**config.mk**
```make
export PLATFORM = sky130hd
export DESIGN_NAME = operand_sequencer
export DESIGN_NICKNAME = d
export VERILOG_FILES = /design/src/rtl/operand_sequencer.sv
export SDC_FILE = /design/constraint.sdc
export NUM_CORES = 1
export LEC_CHECK = 0
export ABC_AREA = 1
export ABC_CLOCK_PERIOD_IN_PS = 1600
export CORE_UTILIZATION = 40
export DETAILED_ROUTE_END_ITERATION = 10
export PLACE_DENSITY_LB_ADDON = 0.25
export RECOVER_POWER = 25
export SYNTH_ARGS = -nofsm -noshare
export SYNTH_HDL_FRONTEND = slang
export SYNTH_SLANG_ARGS = --single-unit
```
**constraint.sdc**
```tcl
create_clock -name clk -period 1.6 [get_ports clk]
set_input_delay 0.16 -clock clk [delete_from_list [all_inputs] [get_ports clk]]
set_output_delay 0.16 -clock clk [all_outputs]
set_load 0.01 [all_outputs]
```
**src/rtl/operand_sequencer.sv**
```systemverilog
// operand_sequencer: gathers NUM_OPERANDS operands on rising edges of
// inputdata_ready, issues one compute request, waits (bounded by TIMEOUT)
// for compute_done, then holds RESULT or ERROR until clear.
module operand_sequencer #(
  parameter  int NUM_OPERANDS = 2,
  parameter  int TIMEOUT      = 64,
  localparam int SEL_W        = (NUM_OPERANDS > 1) ? $clog2(NUM_OPERANDS) : 1
) (
  input  logic             clk,
  input  logic             reset,
  input  logic             inputdata_ready,
  input  logic             compute_done,
  input  logic             clear,
  output logic             loaddata,
  output logic [SEL_W-1:0] operand_sel,
  output logic             operand_we,
  output logic             compute_start,
  output logic             result_load,
  output logic             result_valid,
  output logic             busy,
  output logic             error
);

  localparam int               CNT_W    = $clog2(TIMEOUT);
  localparam logic [SEL_W-1:0] LAST_SEL = SEL_W'(NUM_OPERANDS - 1);
  localparam logic [CNT_W-1:0] LAST_CNT = CNT_W'(TIMEOUT - 1);

  typedef enum logic [2:0] {
    S_LOAD,
    S_START,
    S_WAIT,
    S_RESULT,
    S_ERROR
  } state_t;

  state_t           state;
  state_t           state_next;
  logic             prev_ready;
  logic [SEL_W-1:0] n;
  logic [CNT_W-1:0] wait_cnt;
  logic             capture;

  // A capture is a fresh 0->1 of inputdata_ready seen while loading; clear drops it.
  assign capture = inputdata_ready && !prev_ready && (state == S_LOAD) && !clear;

  // Outputs that are pure state decodes.
  assign loaddata      = (state == S_LOAD);
  assign compute_start = (state == S_START);
  assign busy          = (state == S_START) || (state == S_WAIT);
  assign error         = (state == S_ERROR);

  // State register.
  // NOTE: clocked state uses non-blocking (<=) so every flop samples pre-edge values.
  always_ff @(posedge clk or posedge reset) begin
    if (reset) begin
      state <= S_LOAD;
    end else begin
      state <= state_next;
    end
  end

  // Next-state decode; LOAD leaves one cycle after the last operand's write strobe.
  // NOTE: state_next gets a default before the case so no path infers a latch.
  always_comb begin
    state_next = state;
    if (clear) begin
      state_next = S_LOAD;
    end else begin
      case (state)
        S_LOAD:   if (operand_we && (operand_sel == LAST_SEL)) state_next = S_START;
        S_START:  state_next = S_WAIT;
        S_WAIT: begin
          if (compute_done)               state_next = S_RESULT;
          else if (wait_cnt == LAST_CNT)  state_next = S_ERROR;
        end
        S_RESULT: state_next = S_RESULT;
        S_ERROR:  state_next = S_ERROR;
        default:  state_next = S_LOAD;
      endcase
    end
  end

  // Edge detector, operand index, wait counter and registered strobes.
  always_ff @(posedge clk or posedge reset) begin
    if (reset) begin
      prev_ready   <= 1'b1;
      n            <= '0;
      wait_cnt     <= '0;
      operand_we   <= 1'b0;
      operand_sel  <= '0;
      result_load  <= 1'b0;
      result_valid <= 1'b0;
    end else begin
      prev_ready   <= inputdata_ready;
      operand_we   <= capture;
      result_load  <= !clear && (state == S_WAIT) && compute_done;
      // Valid follows the result_load strobe by one cycle.
      result_valid <= !clear && (state == S_RESULT);
      if (clear) begin
        n           <= '0;
        wait_cnt    <= '0;
        operand_sel <= '0;
      end else begin
        if (capture) begin
          operand_sel <= n;
          n           <= (n == LAST_SEL) ? '0 : n + 1'b1;
        end
        if (state == S_START) begin
          wait_cnt <= '0;
        end else if ((state == S_WAIT) && !compute_done && (wait_cnt != LAST_CNT)) begin
          wait_cnt <= wait_cnt + 1'b1;
        end
      end
    end
  end

endmodule

```
==> metrics, run 1 <==
CP Capture Type primary output; Post-CTS Hold Buffers 0; Synth Area per Inst 8.72 µm²; Seq cells post-synth 15; crit path kind flop to primary output; total track usage 17.2%; pin slew with the least headroom to its limit 568 ps; Mapped Area 907 µm²; Longest Clk Path Bufs 2; setup TNS 0 ps; Post-DP Area 1080 µm²; FF+latch area 377 µm²; post-route ant nets 0; Pwr Density 934 nW/µm²; synth top area cells dfrtp_1 (39%), nand2_1 (8.3%), nand3_1 (6.1%); Flop pwr share 41.2%; leading area contributor after synthesis dfrtp_1; Layout Skew 2.12 ps; area of the multi-input gates 463 µm²; RSZ-0062 raised after global routing false; io pins 13; Via-to-Cell Ratio 5.10; Site Rows 16; cell area after layout 1120 µm²; CTS Root Cell clkbuf_4; fillcell total 192; Final Max Slew Viols 0; First-pass DRT Iterations 4; first-pass GRT wire length 3250 µm; max cap viols 0; TritonCTS clock tree yes; ys flop type dfrtp_1; Post-Route WL 1770 µm; final net count 132; area grow syn2layout 23.6%; Pleak 0.000531 µW; sw frac 36.3%; clock sink count 15; GPL Wtd Cong 0.865; Crit Path Max Fanout 5; most common cell after layout, fill and taps aside nand2_1; Antenna diodes 0; Worst-Skew Late Latency 280 ps; largest net degree at the start of global routing 16; H-tree levels 1; Startpoint Class flop; layout cell share with drive strength beyond 1 28.0%; area share of the largest cell type after synthesis 38.6%; Cell Chain, Critical Path inv_2, nand2_1, nor2_4, dlygate4sd2_1; Sw Pwr 380 µW; # DRC 0; Hold/Removal Path Class input pin to asynchronous set/reset pin; slew margin rel. 62.1%; vias in the first global route 740; number of enable flip-flop cells after synthesis 0; ys async rst share 100%; port bufs 12; most frequent cells in the layout nand2_1 (20), dfrtp_1 (14), nand3_1 (11); initial antenna violation count 0; total CTS buffers 3; WP data arrival 1360 ps; Peak VDD IR 448 µV; FMAX 0.659 GHz; DR WL/cell 11.7 µm; Comb pwr share 38.4%; Net Count, Synth 110; Power Internal 668 µW; Req. time, crit path 1440 ps; Final setup violation count 0; Die W 49.6 µm; Cells after Synth 104; DIE AREA 2460 µm²; Detailed Place HPWL 1320 µm; Cell variety after synth 26; Starting Density 44.4%; total gr overflow 0; clock share of power 20.5%; Final min period 1520 ps; DR vias 775; sequential-to-total area share from yosys stat 41.5%; number of DRC markers in iteration 0 20; Yosys warnings 0; Placeable Area 2040 µm²; CP max stage delay 420 ps; final period utilization 94.8%; Reg clk slew, reported paths 90 ps; die extent in y 49.6 µm; Critical-path top delay cell dfrtp_1; Final Hold Fails 0; status completed
## area by class of cell
class                      count  share of cell area, %
multi-input combinational     73                   41.3
timing repair buffer          18                   14.4
inverter                      15                   5.36
sequential                    15                   33.6
clock buffer                   4                   2.34
tap                           27                   3.01
## power by group through the flow
stage	Sequential, µW	Clock (µW)	Combinational, µW
2_1_floorplan	441	0	256
3_3_place_gp	440	0	383
3_5_place_dp	442	0	386
4_1_cts	430	224	381
5_1_grt	434	241	438
6_report	431	214	402
## what timing repair did
action                     4_1_cts  5_1_grt
pin swaps                        0        1
setup endpoints to repair        4        1
setup buffers                    1        1
gates resized for setup          4        1
## worst paths after layout
path	end	slack [ps]	start	depth (start not counted)
setup / recovery	loaddata	80	state[0]$_DFFE_PP0P_	4
max in group asynchronous	prev_ready$_DFF_PP1_	870	reset	2
min in group clk	prev_ready$_DFF_PP1_	450	inputdata_ready	1
setup reg to reg	wait_cnt[3]$_DFFE_PP0P_	270	wait_cnt[1]$_DFFE_PP0P_	8
hold reg to reg	n$_DFFE_PP0P_	500	n$_DFFE_PP0P_	1
hold / removal	wait_cnt[2]$_DFFE_PP0P_	360	reset	2
## cells by family (layout without fill, tap and decap cells)
family / after synthesis / in the layout / share of synthesized area, %
AND/OR/NAND/NOR: 63 / 63 / 43.2
AO/OA/AOI/OAI: 9 / 9 / 6.48
buffers and inverters: 16 / 37 / 7.45
flip-flops: 15 / 15 / 41.5
adder cells (fa/ha/maj): 1 / 1 / 1.38
## Yosys cell counts (2+ instances only)
| cell type | instances |
|---|---|
| nor3_2 | 2 |
| dfrtp_1 | 14 |
| nor2_8 | 2 |
| nand3_2 | 2 |
| nor3_1 | 3 |
| o21ai_2 | 3 |
| nand2_1 | 20 |
| nor2_1 | 10 |
| nor2_4 | 2 |
| nand3_1 | 11 |
| nand4_1 | 2 |
| inv_2 | 3 |
| o21ai_0 | 3 |
| nand2_4 | 3 |
| inv_1 | 10 |
| nand3_4 | 2 |
| nor2_2 | 3 |
## registers in the layout, summed over array words and instances (netlist names)
| register | flops |
|---|---|
| n | 1 |
| wait_cnt | 6 |
| prev_ready | 1 |
| result_load | 1 |
| operand_sel | 1 |
| operand_we | 1 |
| state | 3 |
| result_valid | 1 |
## stage by stage
step           hold slack (ps)  power [µW]  instances  util [%]  worst slack (ps)
5_1_grt                    431        1110        152      54.9              10.7
4_1_cts                    240        1030        151      54.5              48.3
3_5_place_dp               478         829        146      53.1              82.8
6_report                   361        1050        152      54.9              82.5
2_1_floorplan             60.8         697        104         -               409
3_3_place_gp               476         823        146      53.1               101
## per-layer routing
layer,vias up,global-route usage [%],share of wire (%)
met3,2,3.09,6.6
met4,0,6.19,0.56
li1,380,-,-
met5,-,0,0
met2,30,28.4,48
met1,363,22.3,44
## critical path, delay by kind of cell (launching register included)
| family | cells | cell delay (ps) |
|---|---|---|
| and+or+nand+nor | 2 | 260 |
| DFF | 1 | 420 |
| buffers and inverters | 2 | 390 |
No activity file was read; power rests on OpenSTA's default activity.
==> run 2, diff against run 1 <==
Settings changed: CAP_MARGIN set to 20, CORE_UTILIZATION 40 to 52.
==> metrics, run 2 (synthesized netlist as in run 1, its figures left out) <==
hold slack 351 ps (-10.5 ps); CP Capture Type primary output; io pins 13 (unchanged); Via-to-Cell Ratio 5.22 (+2.3%); H-tree levels 1 (unchanged); Site Rows 14 (-2); FMAX 0.651 GHz (-1.2%); CP max stage delay 430 ps (about the same); initial antenna violation count 0 (unchanged); Placeable Area 1560 µm² (-24%); max cap viols 0 (unchanged); most frequent cells in the layout nand2_1 (20), dfrtp_1 (14), nand3_1 (11); Biggest register wait_cnt; total gr overflow 0 (unchanged); Die W 43.8 µm (-12%); most common cell after layout, fill and taps aside nand2_1; first-pass GRT wire length 3120 µm (-4.0%); Starting Density 58.2% (+14 points); layout cell share with drive strength beyond 1 29.1% (+1.1 points); total CTS buffers 3 (unchanged); Pleak 0.000543 µW (+2.4%); Post-CTS Hold Buffers 0 (unchanged); pin slew with the least headroom to its limit 569 ps (+1.28 ps); failing checks DRC; First-pass DRT Iterations 7 (+3); largest net degree at the start of global routing 16 (unchanged); DIE AREA 1920 µm² (-22%); CTS Root Cell clkbuf_4; Hold/Removal Path Class input pin to asynchronous set/reset pin; Layout Utilization 71.9% (+17 points); Largest regs wait_cnt (6), state (3); Detailed Place HPWL 1380 µm (+4.5%); Layout Skew 2.10 ps (-0.0261 ps); final net count 134 (+1.5%); DR vias 746 (-3.7%); number of DRC markers in iteration 0 20 (unchanged); Startpoint Class flop; post-route ant nets 0 (unchanged); Post-Route WL 1780 µm (+0.56%); Reg clk slew, reported paths 90 ps (about the same); Worst-Skew Late Latency 290 ps (about the same); Peak VDD IR 834 µV (+86%); area grow syn2layout 23.6% (unchanged); # DRC 2 (+2); port bufs 12 (unchanged); WP data arrival 1380 ps (+20 ps); setup TNS 0 ps (unchanged); Final setup violation count 0 (unchanged); Final Hold Fails 0 (unchanged); Longest Clk Path Bufs 2 (unchanged); final period utilization 96.0% (+1.2 points); Final Max Slew Viols 0 (unchanged); Critical-path top delay cell dfrtp_1; clock sink count 15 (unchanged); crit path kind flop to primary output; DR WL/cell 12.5 µm (+6.9%); Req. time, crit path 1440 ps (about the same); vias in the first global route 776 (+4.9%); Final min period 1540 ps (+18.9 ps); die extent in y 43.8 µm (-12%); Antenna diodes 0 (unchanged); status complete, but fails checks; RSZ-0062 raised after global routing false; Cell Chain, Critical Path inv_2, nand2_1, nor2_1, dlygate4sd2_1; GPL Wtd Cong 0.931 (+7.6%); slew margin rel. 62.0% (-0.086 points); Pwr Density 942 nW/µm² (+0.89%); TritonCTS clock tree yes; total power 1060 µW (+0.89%); Crit Path Max Fanout 5 (unchanged); number of flip-flops in the largest register 6 (unchanged); total track usage 23.1% (+5.9 points)
[run 2: changes by cell type in the layout (fill, tap and decap cells not counted), sizes merged]
cell           change
buf                +2
clkdlybuf4s15      -1
dlygate4sd2        +1
[run 2: worst max-delay path: cells and delay by family, from the launching register on]
| family | cells | cell delay [ps] |
|---|---|---|
| AND/OR/NAND/NOR | 2 | 260 |
| flip-flops | 1 | 430 |
| buffers and inverters | 2 | 400 |
[run 2: cell type report]
class | count | area, µm²
timing repair buffer | 20 | 175
clock buffer | 4 | 26.3
fill | 126 | 438
tap | 16 | 20.0
sequential | 15 | 377
inverter | 15 | 60.1
multi-input combinational | 73 | 463
[run 2: per-layer routing]
layer	track usage [%]	wire length [µm]	vias up
met2	37.3	910	12
met5	0	0	-
met4	20.0	48	0
met1	25.6	761	349
met3	4.58	62	4
li1	-	-	381
[run 2: repair_timing]
item,4_1_cts,5_1_grt
gates resized for setup,4,0
buffers inserted,3,0
endpoints found under the setup margin,4,0
[run 2: worst paths after layout]
check                                     endpoint  depth (start not counted)               startpoint  slack [ps]
min reg2reg                          n$_DFFE_PP0P_                          1            n$_DFFE_PP0P_         520
max reg2reg                wait_cnt[4]$_DFFE_PP0P_                          8  wait_cnt[1]$_DFFE_PP0P_         260
max                                          error                          4     state[0]$_DFFE_PP0P_          60
max in group asynchronous     state[1]$_DFFE_PP0P_                          2                    reset         880
min in group clk              prev_ready$_DFF_PP1_                          1          inputdata_ready         430
min                        operand_sel$_DFFE_PP0P_                          2                    reset         350
[run 2: per-stage QoR]
step	area (µm²)	cells	setup WS, ps
final	1120	143	63.6
after global routing	1120	143	6.36
after detailed placement	1080	136	113
after CTS	1120	143	64.7
after floorplan	907	104	409
after global placement	1080	136	150
[run 2: power by group]
group	total, µW	switching [µW]	internal (µW)	leakage, µW
Clock	222	124	97.1	0.0000150
Sequential	432	24.3	407	0.000205
Combinational	404	242	162	0.000324
